$ cat src/rtl/exp1_sequencer.sv
// exp1_sequencer
//
// Self-test sequencer for the experiment-1 gate datapath. It sweeps the
// datapath through five configurations (taskMode/subtaskMode) and all eight
// {a,b,c} input combinations. Each vector is held for DWELL_CYCLES cycles,
// and the datapath outputs are then sampled for one cycle and compared
// against a built-in golden model. The result of the sweep is reported as
// pass/fail, an error count and the first failing vector.
//
// Parameters
//   DWELL_CYCLES  cycles each vector is held before sampling (1..255)
//
// Ports
//   clk                      system clock, rising edge
//   rst                      asynchronous, active-high reset
//   start                    one-cycle pulse; begins a sweep from IDLE or DONE
//   abort                    level; forces IDLE on the next edge
//   stepMode                 1 = pause in HOLD after every sampled vector
//   step                     one-cycle pulse; leaves HOLD for the next vector
//   l1In,l2In,xIn,yIn,zIn    datapath outputs under test
//   taskMode, subtaskMode    datapath mode drive
//   a, b, c                  datapath input drive ({a,b,c} = vector index)
//   busy                     high in APPLY, SAMPLE and HOLD
//   done                     high in DONE
//   pass                     1 in DONE when no vector failed
//   errCount                 failing vectors in the current sweep (0..40)
//   failCfg, failVec         configuration/vector of the first failure
//   failValid                a failure has been captured
module exp1_sequencer #(
  parameter int unsigned DWELL_CYCLES = 4
) (
  input  logic       clk,
  input  logic       rst,
  input  logic       start,
  input  logic       abort,
  input  logic       stepMode,
  input  logic       step,
  input  logic       l1In,
  input  logic       l2In,
  input  logic       xIn,
  input  logic       yIn,
  input  logic       zIn,
  output logic       taskMode,
  output logic [1:0] subtaskMode,
  output logic       a,
  output logic       b,
  output logic       c,
  output logic       busy,
  output logic       done,
  output logic       pass,
  output logic [5:0] errCount,
  output logic [2:0] failCfg,
  output logic [2:0] failVec,
  output logic       failValid
);

  typedef enum logic [2:0] {
    ST_IDLE,
    ST_APPLY,
    ST_SAMPLE,
    ST_HOLD,
    ST_DONE
  } state_t;

  localparam logic [7:0] DWELL_LAST = 8'(DWELL_CYCLES - 1);
  localparam logic [2:0] LAST_CFG   = 3'd4;
  localparam logic [2:0] LAST_VEC   = 3'd7;

  state_t     state;
  logic [2:0] cfg;
  logic [2:0] vec;
  logic [7:0] dwell;

  // Golden model outputs for the vector currently held in cfg/vec.
  logic       va, vb, vc;
  logic       gl1, gl2, gx, gy, gz;
  logic       mismatch;
  logic [5:0] err_after;
  logic       last_vec;
  logic [2:0] cfg_adv;
  logic [2:0] vec_adv;

  always_comb begin
    // NOTE: every signal driven here gets a default first, so no path through
    // the block leaves it unassigned and no latch is inferred.
    va  = vec[2];
    vb  = vec[1];
    vc  = vec[0];
    gl1 = 1'b0;
    gl2 = 1'b0;
    gx  = 1'b0;
    gy  = 1'b0;
    gz  = 1'b0;
    if (cfg == LAST_CFG) begin
      gy = va | vb;
      gz = va | ~vb;
      gx = va | ~vb;
    end else begin
      // Odd configurations use OR for the first stage, even ones AND.
      gl1 = cfg[0] ? (va | vb) : (va & vb);
      case (cfg[1:0])
        2'd0:    gl2 = gl1 & vc;
        2'd1:    gl2 = gl1 | vc;
        2'd2:    gl2 = ~(gl1 & vc);
        default: gl2 = ~(gl1 | vc);
      endcase
    end
  end

  assign mismatch  = {l1In, l2In, xIn, yIn, zIn} != {gl1, gl2, gx, gy, gz};
  assign err_after = errCount + {5'd0, mismatch};
  assign last_vec  = (cfg == LAST_CFG) && (vec == LAST_VEC);
  // The vec 7 -> 0 wrap moves on to the next configuration.
  assign vec_adv   = vec + 3'd1;
  assign cfg_adv   = (vec == LAST_VEC) ? cfg + 3'd1 : cfg;

  // Packs {taskMode, subtaskMode, a, b, c} for a configuration/vector pair.
  function automatic logic [5:0] drive_bits(input logic [2:0] cfg_i,
                                            input logic [2:0] vec_i);
    drive_bits = (cfg_i == LAST_CFG) ? {1'b1, 2'b00, vec_i}
                                     : {1'b0, cfg_i[1:0], vec_i};
  endfunction

  always_ff @(posedge clk or posedge rst) begin
    if (rst) begin
      // NOTE: sequential state is written with non-blocking assignments so
      // every register samples the pre-edge values of the others.
      state       <= ST_IDLE;
      cfg         <= 3'd0;
      vec         <= 3'd0;
      dwell       <= 8'd0;
      taskMode    <= 1'b0;
      subtaskMode <= 2'b00;
      a           <= 1'b0;
      b           <= 1'b0;
      c           <= 1'b0;
      busy        <= 1'b0;
      done        <= 1'b0;
      pass        <= 1'b0;
      errCount    <= 6'd0;
      failCfg     <= 3'd0;
      failVec     <= 3'd0;
      failValid   <= 1'b0;
    end else if (abort) begin
      // Results are deliberately kept so they can be read after an abort.
      state       <= ST_IDLE;
      cfg         <= 3'd0;
      vec         <= 3'd0;
      dwell       <= 8'd0;
      taskMode    <= 1'b0;
      subtaskMode <= 2'b00;
      a           <= 1'b0;
      b           <= 1'b0;
      c           <= 1'b0;
      busy        <= 1'b0;
      done        <= 1'b0;
      pass        <= 1'b0;
    end else begin
      case (state)
        ST_IDLE, ST_DONE: begin
          if (start) begin
            state     <= ST_APPLY;
            cfg       <= 3'd0;
            vec       <= 3'd0;
            dwell     <= 8'd0;
            {taskMode, subtaskMode, a, b, c} <= drive_bits(3'd0, 3'd0);
            busy      <= 1'b1;
            done      <= 1'b0;
            pass      <= 1'b0;
            errCount  <= 6'd0;
            failCfg   <= 3'd0;
            failVec   <= 3'd0;
            failValid <= 1'b0;
          end
        end

        ST_APPLY: begin
          if (dwell == DWELL_LAST) begin
            state <= ST_SAMPLE;
            dwell <= 8'd0;
          end else begin
            dwell <= dwell + 8'd1;
          end
        end

        ST_SAMPLE: begin
          if (mismatch) begin
            errCount <= err_after;
            if (!failValid) begin
              failCfg   <= cfg;
              failVec   <= vec;
              failValid <= 1'b1;
            end
          end
          if (last_vec) begin
            // The final vector stays on the drive pins while in DONE.
            state <= ST_DONE;
            busy  <= 1'b0;
            done  <= 1'b1;
            pass  <= (err_after == 6'd0);
          end else if (stepMode) begin
            state <= ST_HOLD;
          end else begin
            state <= ST_APPLY;
            cfg   <= cfg_adv;
            vec   <= vec_adv;
            {taskMode, subtaskMode, a, b, c} <= drive_bits(cfg_adv, vec_adv);
          end
        end

        ST_HOLD: begin
          if (step) begin
            state <= ST_APPLY;
            cfg   <= cfg_adv;
            vec   <= vec_adv;
            {taskMode, subtaskMode, a, b, c} <= drive_bits(cfg_adv, vec_adv);
          end
        end

        default: begin
          state <= ST_IDLE;
        end
      endcase
    end
  end

endmodule

$ cat config.mk
export PLATFORM = sky130hd
export DESIGN_NAME = exp1_sequencer
export DESIGN_NICKNAME = d
export VERILOG_FILES = /design/src/rtl/exp1_sequencer.sv
export SDC_FILE = /design/constraint.sdc
export NUM_CORES = 1
export LEC_CHECK = 0
export ABC_AREA = 1
export CAP_MARGIN = 20
export CORE_AREA = 4 4 68 70
export DETAILED_ROUTE_END_ITERATION = 16
export DIE_AREA = 0 0 72 74
export GPL_ROUTABILITY_DRIVEN = 0
export PLACE_DENSITY = 0.87
export SETUP_SLACK_MARGIN = 0.3
export SYNTH_ARGS = -nofsm -noshare
export SYNTH_HDL_FRONTEND = slang
export SYNTH_SLANG_ARGS = --single-unit
$ cat constraint.sdc
create_clock -name clk -period 4.8 [get_ports clk]
set_input_delay 0.96 -clock clk [delete_from_list [all_inputs] [get_ports clk]]
set_output_delay 0.96 -clock clk [all_outputs]
set_load 0.01 [all_outputs]
==> PnR_summary.wiki <==
{| class="wikitable"
! Metric !! Value
|-
| Status || finished clean
|-
| Number of flip-flops and latches in the synthesized netlist || 35
|-
| Largest vdd supply drop || 0.211 mV
|-
| Number of buffers inserted by hold repair at cts || 0
|-
| DR iter-0 viols || around 110
|-
| Placement Setup Slack || around 1.6 ns
|-
| Post-route setup slack || around 1.8 ns
|-
| Final sum of negative setup slack || 0 ns
|-
| Number of failing setup endpoints in the final timing report || 0
|-
| Achievable clock frequency || 0.335 GHz
|-
| Total wire length after detailed routing || 4.42 mm
|-
| Synth area leaders || sky130_fd_sc_hd__dfrtp_1 (41%), sky130_fd_sc_hd__nand2_1 (9.9%), sky130_fd_sc_hd__ha_1 (5.3%)
|-
| Cell at the root of the clock tree || sky130_fd_sc_hd__clkbuf_8
|-
| Cell taking the most area after synthesis || sky130_fd_sc_hd__dfrtp_1
|-
| Initial core utilization || between 50% and 60%
|-
| Worst EP arrival || 3.15 ns
|-
| Count of buffers from port buffering || 32
|-
| Slew Limit Fails || 0
|-
| Pleak || roughly 1.2 nW
|-
| Clock tree from TritonCTS || built
|-
| Standard-cell row count || 23
|-
| End-of-flow core utilization || 65.1%
|-
| Number of global-route vias before repair || 1804
|-
| Insertion delay to the later sink of the worst-skew pair || 0.28 ns
|-
| Count of unique library cells instantiated by Yosys || 39
|-
| Net count after synthesis || 280
|-
| Worst R2R Setup Slack || 1.98 ns
|-
| Drt drc || 0
|-
| H-tree levels || 2
|-
| Count of cells resized by post-cts repair || 0
|-
| Number of sinks driven by the clock tree || 35
|-
| Overall die area || 0.00533 mm²
|-
| Share of Yosys cell area claimed by the top area cell type || 41.2%
|-
| Capture point of the worst reg-to-reg path || pass
|-
| Horizontal die dimension || 72 µm
|-
| Share of post-route cells with drive strength above 1 || 13.5%
|-
| Period utilisation layout || between 60% and 70%
|-
| Most frequently used flop master after synthesis || sky130_fd_sc_hd__dfrtp_1
|-
| Element type at the critical path start || primary input
|-
| Number of instances in the synthesized netlist || 260
|-
| Final hold vios || 0
|-
| Worst EP required || 4.97 ns
|-
| Classification of the worst setup path || in -> reg
|-
| Power density of the placed cells || 344 mW/mm²
|-
| Number of synthesized flops with an enable pin || 0
|-
| Via density per instance || 5.36
|-
| Average wire per cell in the routed design || roughly 13 µm
|-
| All-layer global routing usage || 18.9%
|-
| Worst-margin pin slew || around 0.44 ns
|-
| Commonest cells in the synthesized netlist || sky130_fd_sc_hd__nand2_1 (56), sky130_fd_sc_hd__dfrtp_1 (35), sky130_fd_sc_hd__inv_1 (23), sky130_fd_sc_hd__nor2_1 (21), sky130_fd_sc_hd__nand3_1 (17)
|-
| R2r startpoint || cfg[0]
|-
| Endpoint class of the critical path || flop
|-
| Async S/R FF share, synth || 100%
|-
| Clock slew at reported path FFs || about 0.070 ns
|-
| Count of nets left with antenna violations after detail routing || 0
|-
| Pin count of the biggest net entering global routing || 36
|-
| Count of pins on the block boundary || 33
|-
| Maximum Capacitance Violations || 0
|-
| Hold path cells || 2
|-
| Crit Path Max Fanout || 7
|-
| Setup Buffers After CTS || 0
|-
| Cell with the most instances after synthesis || sky130_fd_sc_hd__nand2_1
|-
| Type of the worst min-delay path || reg -> reg
|-
| TritonCTS buffer count || 5
|-
| Area Growth Syn to Fin || 21.7%
|-
| End point of the critical path || pass
|-
| Headroom to the max-slew limit || 70.5%
|-
| Depth of the most critical reg-to-reg path || 14
|-
| Die height || 74 µm
|-
| Shortest clock period the worst path allows after layout || ~3.0 ns
|-
| Detailed placement HPWL || roughly 3.4 mm
|-
| Launch point of the worst path || xIn
|-
| Unrepaired setup endpoints after global routing || no
|-
| Antenna Diode Count || 0
|-
| Wire length of the first global-routing pass || 7.94 mm
|-
| Remaining global-route overflow || 0
|-
| Proportion of synthesized chip area in sequential cells || approximately two fifths
|-
| Net count of the finished layout || 316
|-
| Average cell area after synthesis || about 8.2 µm²
|-
| Router iterations before antenna repair || 4
|-
| Number of buffers between clock root and the deepest sink || 2
|-
| Setup clock skew after layout || around 0.0045 ns
|-
| Placeable core region || 0.00397 mm²
|-
| Post-Syn Area || 0.00212 mm²
|-
| Synthesis Warnings || 0
|-
| Vias || 1859
|-
| Number of antenna violations at the first check in global routing || 0
|}
registers in the layout, indices dropped and copies added (netlist names):
signal,flops
dwell,8
done,1
subtaskMode,1
errCount,6
state,3
cfg,3
failCfg,3
vec,2
busy,1
taskMode,1
failVec,3
a,1
pass,1
failValid,1
layout by cell type (no fill, tap or decap):
master / n
sky130_fd_sc_hd__inv_4: 1
sky130_fd_sc_hd__clkdlybuf4s50_1: 32
sky130_fd_sc_hd__nor3_1: 5
sky130_fd_sc_hd__nand3_2: 4
sky130_fd_sc_hd__and3_1: 1
sky130_fd_sc_hd__dfrtp_1: 35
sky130_fd_sc_hd__nor3_2: 1
sky130_fd_sc_hd__nor2_4: 1
sky130_fd_sc_hd__buf_4: 1
sky130_fd_sc_hd__nor4_1: 3
sky130_fd_sc_hd__or2_1: 2
sky130_fd_sc_hd__nor3_4: 1
sky130_fd_sc_hd__inv_1: 23
sky130_fd_sc_hd__clkbuf_8: 7
sky130_fd_sc_hd__o22ai_1: 2
sky130_fd_sc_hd__nand3_1: 17
sky130_fd_sc_hd__nand2_1: 56
sky130_fd_sc_hd__clkinv_1: 1
sky130_fd_sc_hd__o21ai_0: 7
sky130_fd_sc_hd__nor2_2: 4
sky130_fd_sc_hd__xor2_1: 3
sky130_fd_sc_hd__a21oi_2: 1
sky130_fd_sc_hd__nand4_2: 1
sky130_fd_sc_hd__o31ai_1: 1
sky130_fd_sc_hd__o21ai_1: 7
sky130_fd_sc_hd__nor2_1: 21
sky130_fd_sc_hd__nand3_4: 2
sky130_fd_sc_hd__inv_2: 8
sky130_fd_sc_hd__a32o_1: 1
sky130_fd_sc_hd__a21boi_0: 1
sky130_fd_sc_hd__clkinvlp_4: 1
sky130_fd_sc_hd__o21a_1: 2
sky130_fd_sc_hd__a21oi_1: 11
sky130_fd_sc_hd__a211oi_4: 1
sky130_fd_sc_hd__ha_1: 9
sky130_fd_sc_hd__nor3b_1: 1
sky130_fd_sc_hd__xnor2_1: 3
sky130_fd_sc_hd__a22o_1: 1
sky130_fd_sc_hd__nand4_1: 12
sky130_fd_sc_hd__nand2_2: 6
power by group:
part / leakage, nW / total [W] / switching [W] / internal [W]
sequential: 0.483 / 0.000352 / 0.0000303 / 0.000322
clock: 0.0505 / 0.000238 / 0.000108 / 0.000131
combinational: 0.705 / 0.000298 / 0.000192 / 0.000107
total: 1.24 / 0.000889 / 0.000330 / 0.000560
metal layers:
metal	track usage [%]	up-vias	routed length (µm)
li1	-	942	-
met1	24.5	866	2020
met2	31.5	47	2130
met3	4.73	4	238
met4	5.64	0	32
met5	0	-	0
how the worst min path moves through the flow:
stage,startpoint,endpoint
3_3_place_gp,failCfg[1],failCfg[1]
2_1_floorplan,dwell[6],dwell[6]
5_1_grt,subtaskMode[0],subtaskMode[0]
4_1_cts,failCfg[0],failCfg[0]
6_report,failCfg[0],failCfg[0]
3_5_place_dp,failCfg[0],failCfg[0]
layout make-up:
| type | instances | area (µm²) |
|---|---|---|
| Clock buffer | 7 | 96.3 |
| Fill cell | 351 | 1390 |
| Tap cell | 50 | 62.6 |
| Timing Repair Buffer | 33 | 328 |
| Multi-Input combinational cell | 188 | 1090 |
| Clock inverter | 1 | 7.51 |
| Sequential cell | 35 | 876 |
| Inverter | 33 | 126 |
critical path: stages:
cell and delay [ns]:
sky130_fd_sc_hd__clkdlybuf4s50_1 0.42, sky130_fd_sc_hd__nor2_1 0.10, sky130_fd_sc_hd__o21ai_0 0.08, sky130_fd_sc_hd__nand2_1 0.07, sky130_fd_sc_hd__nand3_1 0.08, sky130_fd_sc_hd__nor2_2 0.20
sky130_fd_sc_hd__nand3_4 0.14, sky130_fd_sc_hd__ha_1 0.23, sky130_fd_sc_hd__ha_1 0.21, sky130_fd_sc_hd__nand3_1 0.10, sky130_fd_sc_hd__xor2_1 0.23, sky130_fd_sc_hd__nor2_1 0.08
sky130_fd_sc_hd__a32o_1 0.26
through the flow:
step                      instances  total power [W]  cell area (µm²)  hold WS (ns)
final                           347         0.000889             2580         0.472
after global routing            347         0.000946             2580         0.501
after CTS                       347         0.000897             2580         0.478
after detailed placement        339         0.000654             2480         0.459
after global placement          339         0.000646             2480         0.459
after floorplan                 260         0.000572             2120         0.466
kinds of logic after synthesis:
family / synth area share [%]
flip-flops: 41.2
AO/OA/AOI/OAI: 10.1
AND/OR/NAND/NOR: 33.3
adder cells (fa/ha/maj): 5.30
XOR/XNOR: 2.48
buffers and inverters: 7.54
Note: power is estimated with default switching activity, not from simulation.
